<file path="src/rtl/rptr_empty.sv">
`default_nettype none
// ============================================================================
// Module  : rptr_empty
// Brief   : Read-domain side of an asynchronous FIFO. Synchronizes the Gray
//           write pointer, owns the read counter, and produces registered
//           empty, almost-empty, occupancy and sticky underflow status.
// Rev     : 1.0  initial release
// ============================================================================
module rptr_empty #(
  parameter int ADDR_SIZE = 3,
  parameter int AE_THRESH = 1
) (
  input  logic                 rclk,
  input  logic                 rrst_n,
  input  logic                 rpop,
  input  logic [ADDR_SIZE:0]   wptr,
  output logic                 ren,
  output logic [ADDR_SIZE-1:0] raddr,
  output logic [ADDR_SIZE:0]   rptr,
  output logic                 rempty,
  output logic                 ralmost_empty,
  output logic [ADDR_SIZE:0]   rlevel,
  output logic                 rerr
);

  localparam int PW = ADDR_SIZE + 1;
  localparam logic [ADDR_SIZE:0] c_ae_thresh = PW'(AE_THRESH);

  logic [ADDR_SIZE:0] wq1_q, wq1_d;
  logic [ADDR_SIZE:0] wq2_q, wq2_d;
  logic [ADDR_SIZE:0] rbin_q, rbin_d;
  logic [ADDR_SIZE:0] rptr_q, rptr_d;
  logic               rempty_q, rempty_d;
  logic               ralmost_empty_q, ralmost_empty_d;
  logic [ADDR_SIZE:0] rlevel_q, rlevel_d;
  logic               rerr_q, rerr_d;

  logic [ADDR_SIZE:0] w_wbin;
  logic [ADDR_SIZE:0] w_level;
  logic               w_ren;

  // Two-flop synchronizer; wq2 is the only view of the write pointer used below.
  always_comb begin
    wq1_d = wptr;
    wq2_d = wq1_q;
  end

  // Gray to binary: each bit is the XOR of itself and all higher bits.
  always_comb begin
    w_wbin = '0;
    for (int i = 0; i < PW; i++) begin
      w_wbin[i] = ^(wq2_q >> i);
    end
  end

  always_comb begin
    w_ren           = rpop & ~rempty_q;
    rbin_d          = rbin_q + {{ADDR_SIZE{1'b0}}, w_ren};
    rptr_d          = (rbin_d >> 1) ^ rbin_d;
    // Status uses the post-pop counter so an accepted pop is reflected on the same edge.
    w_level         = w_wbin - rbin_d;
    rempty_d        = (rptr_d == wq2_q);
    ralmost_empty_d = (w_level <= c_ae_thresh);
    rlevel_d        = w_level;
    rerr_d          = rerr_q | (rpop & rempty_q);
  end

  always_ff @(posedge rclk or negedge rrst_n) begin
    if (!rrst_n) begin
      wq1_q           <= '0;
      wq2_q           <= '0;
      rbin_q          <= '0;
      rptr_q          <= '0;
      rempty_q        <= 1'b1;
      ralmost_empty_q <= 1'b1;
      rlevel_q        <= '0;
      rerr_q          <= 1'b0;
    end else begin
      wq1_q           <= wq1_d;
      wq2_q           <= wq2_d;
      rbin_q          <= rbin_d;
      rptr_q          <= rptr_d;
      rempty_q        <= rempty_d;
      ralmost_empty_q <= ralmost_empty_d;
      rlevel_q        <= rlevel_d;
      rerr_q          <= rerr_d;
    end
  end

  assign ren           = w_ren;
  assign raddr         = rbin_q[ADDR_SIZE-1:0];
  assign rptr          = rptr_q;
  assign rempty        = rempty_q;
  assign ralmost_empty = ralmost_empty_q;
  assign rlevel        = rlevel_q;
  assign rerr          = rerr_q;

endmodule
`default_nettype wire
</file>
<file path="config.mk">
export PLATFORM = sky130hd
export DESIGN_NAME = rptr_empty
export DESIGN_NICKNAME = d
export VERILOG_FILES = /design/src/rtl/rptr_empty.sv
export SDC_FILE = /design/constraint.sdc
export NUM_CORES = 1
export LEC_CHECK = 0
export ABC_CLOCK_PERIOD_IN_PS = 3000
export CORE_MARGIN = 2
export CORE_UTILIZATION = 47
export DETAILED_ROUTE_END_ITERATION = 10
export PLACE_DENSITY = 0.85
export SLEW_MARGIN = 20
export SYNTH_ARGS = -nofsm -noshare
export SYNTH_HDL_FRONTEND = slang
export SYNTH_SLANG_ARGS = --single-unit
</file>
<file path="constraint.sdc">
create_clock -name rclk -period 3 [get_ports rclk]
set_input_delay 0.6 -clock rclk [delete_from_list [all_inputs] [get_ports rclk]]
set_output_delay 0.6 -clock rclk [all_outputs]
set_load 0.02 [all_outputs]
</file>
# Word-level counts from Yosys, hierarchy flattened
# Cells that the tools add are included.
# totals
regBits	23
mem_bits_ro	0
word_cells	21
ram_bits	0
out_inout_bits	15
n_memories	0
inputBits	7
latchBits	0
# classes
reduce_logical	4
n_bitwise	5
order_cmp	1
eq_ne	1
add_sub_neg	2
n_div	0
n_shift	0
muxes	0
mul	0
# ops
op	count
parity 4 bit	4
adder 4 x 1 -> 4 bit	1
== test 4 bit	1
less-or-equal comparator 4 x 1 -> 1 bit (second input constant)	1
subtractor 4 bit	1
bitwise XOR 3 x 4 -> 4 bit	1
bitwise AND 1 bit	2
NOT 1 bit	1
OR 1 bit	1

# Logic depth before layout (Yosys ltp)
# depth
word_depth	5
mapped_depth	9
ltp_nobuf	9

# Worst setup path before layout
# Ideal clock, no wire load.
# synth_path
kind	input to register
from	input port rpop
to	register rlevel_q[3] (netlist: rlevel[3])
path_stages	9
setup_ns	0.124
arrival_time_ns	2.653
path_slack_ns	0.223
n_path_buf	0
cell_sequence	nor2b_1 -> ha_1 -> ha_1 -> xnor2_1 -> ha_1 -> inv_1 -> a2111o_1 -> and4_4 -> or2_1
# synth_between
elab_chain_len	3
# synth_rtl
item	line_no	rtl
from (decl)	15	input logic rpop,
bitwise AND 1 bit	57	w_ren = rpop & ~rempty_q;
adder 4 x 1 -> 4 bit	58	rbin_d = rbin_q + {{ADDR_SIZE{1'b0}}, w_ren};
subtractor 4 bit	61	w_level = w_wbin - rbin_d;
named net rlevel_d[3]	35	logic [ADDR_SIZE:0] rlevel_q, rlevel_d;
to (signal assigned)	85	rlevel_q <= rlevel_d;
to (decl)	35	
# The timed path passes the listed nets, and every way through them passes these cells.

# Worst setup path after layout
# Same ends and word-level chain as after synthesis.

==> flow_metrics.py <==
metrics = {
    "status": {
        "status": "complete, no violations",
    },
    "critical_path": {
        "crit_chain": "clkdlybuf4s50_1 -> nor2b_1 -> ha_1 -> ha_1 -> xnor2_1 -> ha_1 -> inv_1 -> a2111o_1 -> and4_4 -> or2_1",
        "critical_path_buf_inv_count": 2,
        "r2r-end": "rlevel[3]",
        "path_class": "in -> reg",
        "critPathTopFamily": "adder cells",
        "crit_top_cell": "ha_1",
        "path_max_fanout": 3,
        "rrSetupSlack_ps": 580,
        "r2r-start": "rempty",
        "start_kind": "primary input",
        "cpPeakStageDelay_ps": 480,
        "cp_num_cells": 10,
        "critPathSlowestCell": "clkdlybuf4s50_1",
        "crit_path_end_kind": "register",
        "crit_required_ps": 3180,
        "rr_worst_depth": 9,
        "arrival_ps": 2890,
    },
    "sta": {
        "finalCritPeriodShare": 0.901,
        "finalSetupTns_ps": 0,
        "drv_slew": 0,
        "fin_skew_ps": 4.27,
        "worstMarginPinSlew_ps": 910,
        "finalHoldViolations": 0,
        "setup_viol": 0,
        "relSlewSlack": 0.392,
        "max_clock_freq_mhz": 370,
        "layout_min_cycle_time_ps": 2700,
        "rsz0062_at_grt": "no",
    },
    "place": {
        "portBuffers": 21,
        "placedInstanceArea_sq_mm": 0.00118,
        "hpwl_um": 1170,
        "gp_congestion": 0.722,
        "post-place-cells": 115,
    },
    "floorplanning": {
        "die_area_sq_mm": 0.00234,
        "core_sq_mm": 0.00190,
        "die-width_um": 48.3,
        "row_count": 16,
        "start_util": 0.486,
        "die_h_um": 48.3,
        "ioPinCount": 22,
    },
    "drt": {
        "postRouteWirelength_um": 1440,
        "drtAntennaViolNets": 0,
        "wire_per_inst_um": 12.2,
        "drt_iter0_drc": 2,
        "dr.pass1.iters": 3,
        "routed_via_density": 4.94,
        "vias": 583,
        "drc": 0,
    },
    "cells_and_area": {
        "final_layout_size_suffix_gt1_frac": 0.121,
        "nets": 105,
        "stdcell_count": 118,
        "fin_area_sq_mm": 0.00120,
        "diodes": 0,
        "areaGrowthSynthToFinish_pct": 29.9,
    },
    "global_routing": {
        "overflow": 0,
        "grt_usage": 0.154,
        "grt_antenna_before_repair": 0,
        "grt_max_degree": 23,
        "grt_pass1_wl_um": 2790,
        "grt_pass1_vias": 632,
    },
    "yosys": {
        "synthSimpleGateAreaFrac": 0.0623,
        "ys_types": 23,
        "synth_common_cells": "20 x dfrtp_1, 13 x xnor2_1, 6 x inv_1",
        "synth_cells": 66,
        "ys.flop_type": "dfrtp_1",
        "synth_top_area_cell": "dfrtp_1",
        "yosysMostFrequentCell": "dfrtp_1",
        "synth_compound_area_frac": 0.0610,
        "synth-adder-area-share": 0.0678,
        "ys_seq_elements": 22,
        "yosys_warnings": 0,
        "syn-mean-instance-area_sq_um": 14.0,
        "synth_top_family_by_area": "XOR/XNOR gates",
        "yosys.area_share.xor_xnor": 0.169,
        "synth_top_area_frac": 0.542,
        "synth_mux_area_frac": 0.0108,
        "synth_area_sq_um": 923,
        "synth_seq_area_share": 0.599,
        "synth_area_leaders": "dfrtp_1 54%, xnor2_1 12%, ha_1 6.8%",
        "async_flop_share": 1.00,
        "syn-num-nets": 78,
        "synth-edff-count": 0,
    },
    "worst_hold_path": {
        "holdPathStages": 0,
        "hold_class": "reg -> reg",
        "hold_end": "wq2_q[2]",
        "min_from": "wq1_q[2]",
    },
    "pwr": {
        "p_per_area_mw_per_mm2": 1200,
        "vdd_drop_max_mv": 0.582,
        "leakage_uw": 0.000521,
    },
    "clock_network": {
        "numCtsBuffers": 3,
        "clock_path_buffers": 2,
        "clk_latency_ps": 290,
        "ctsHoldBuffers": 0,
        "htreeDepth": 1,
        "cts-resized-gates": 0,
        "root_buffer": "clkbuf_4",
        "post-cts-setup-buffers": 0,
        "path_clk_slew_ps": 110,
        "cts.sinks": 22,
        "cts_tree": "built",
    },
    "job": {
        "cap_viol_max_count": 0,
    },
}
cell families (layout without fill, tap and decap cells):
family | after synthesis | after routing
buf+inv | 7 | 32
simple gates | 8 | 8
fa+ha+maj | 5 | 5
xor+xnor | 16 | 16
mux | 1 | 1
compound gates | 7 | 7
flops | 22 | 22
worst register-to-register path, stage by stage (launching register included):
cell and delay, ps:
dfstp_2 560, nor2b_1 60, ha_1 210, ha_1 220, xnor2_1 220, ha_1 280, buf_4 150, a31oi_1 200
a31oi_1 150, or2_1 260
worst max path at each step:
stage	startpoint	endpoint
finish	rpop	rlevel[3]
global route	rpop	ralmost_empty
CTS	rpop	rlevel[3]
detailed placement	rpop	rlevel[3]
global placement	rpop	rlevel[3]
floorplan	rpop	rlevel[3]
power breakdown:
| group | total, uW | internal [uW] | switching [uW] |
|---|---|---|---|
| Sequential | 456 | 406 | 50.0 |
| Clock | 124 | 46.7 | 77.0 |
| Combinational | 858 | 427 | 431 |
registers in the layout (all words and copies together), names as in the netlist:
| register | flops |
|---|---|
| rlevel | 4 |
| wq1_q | 4 |
| rbin_q | 4 |
| rerr | 1 |
| rempty | 1 |
| ralmost_empty | 1 |
| wq2_q | 4 |
| rptr | 3 |
placed cells by master, fill, tap and decap left out:
master / synthesis / layout
nand3_1: 1 / 1
xnor2_1: 13 / 13
a21boi_0: 1 / 1
a21o_1: 1 / 1
dfstp_2: 2 / 2
o2111ai_1: 1 / 1
nand2_1: 1 / 1
dfrtp_1: 20 / 20
a31oi_1: 2 / 2
or2_1: 1 / 1
buf_4: 0 / 2
inv_1: 6 / 6
and4_4: 1 / 1
a2111o_1: 1 / 1
nor2b_1: 1 / 1
mux2i_1: 1 / 1
nand2b_1: 1 / 1
clkbuf_4: 0 / 3
xor2_1: 2 / 2
ha_1: 5 / 5
xor3_2: 1 / 1
a21oi_2: 1 / 1
clkdlybuf4s50_1: 0 / 21
nor4_2: 1 / 1
and3_1: 1 / 1
layer usage:
layer	vias up	track usage	part of all wire
li1	273	-	-
met1	288	0.161	0.36
met2	18	0.294	0.58
met3	4	0.0309	0.044
met4	0	0.0714	0.021
met5	-	0	0
per-stage QoR:
step | setup slack (ps) | total power (uW) | util | hold slack, ps
final | 296 | 1440 | 0.631 | 358
after detailed placement | -19.8 | 1340 | 0.619 | 339
after floorplan | 223 | 1020 | - | 304
after global placement | 47.0 | 1290 | 0.619 | 333
after global routing | 182 | 1550 | 0.631 | 381
after CTS | 289 | 1460 | 0.631 | 364
cell type report:
cell class	count	area, sq um
repair buffers	23	225
clock buffers	3	22.5
flip-flops and latches	22	553
fillers	155	702
multi-input cells	37	343
well taps	27	33.8
inverters	6	22.5
(Power assumes the default switching activity.)
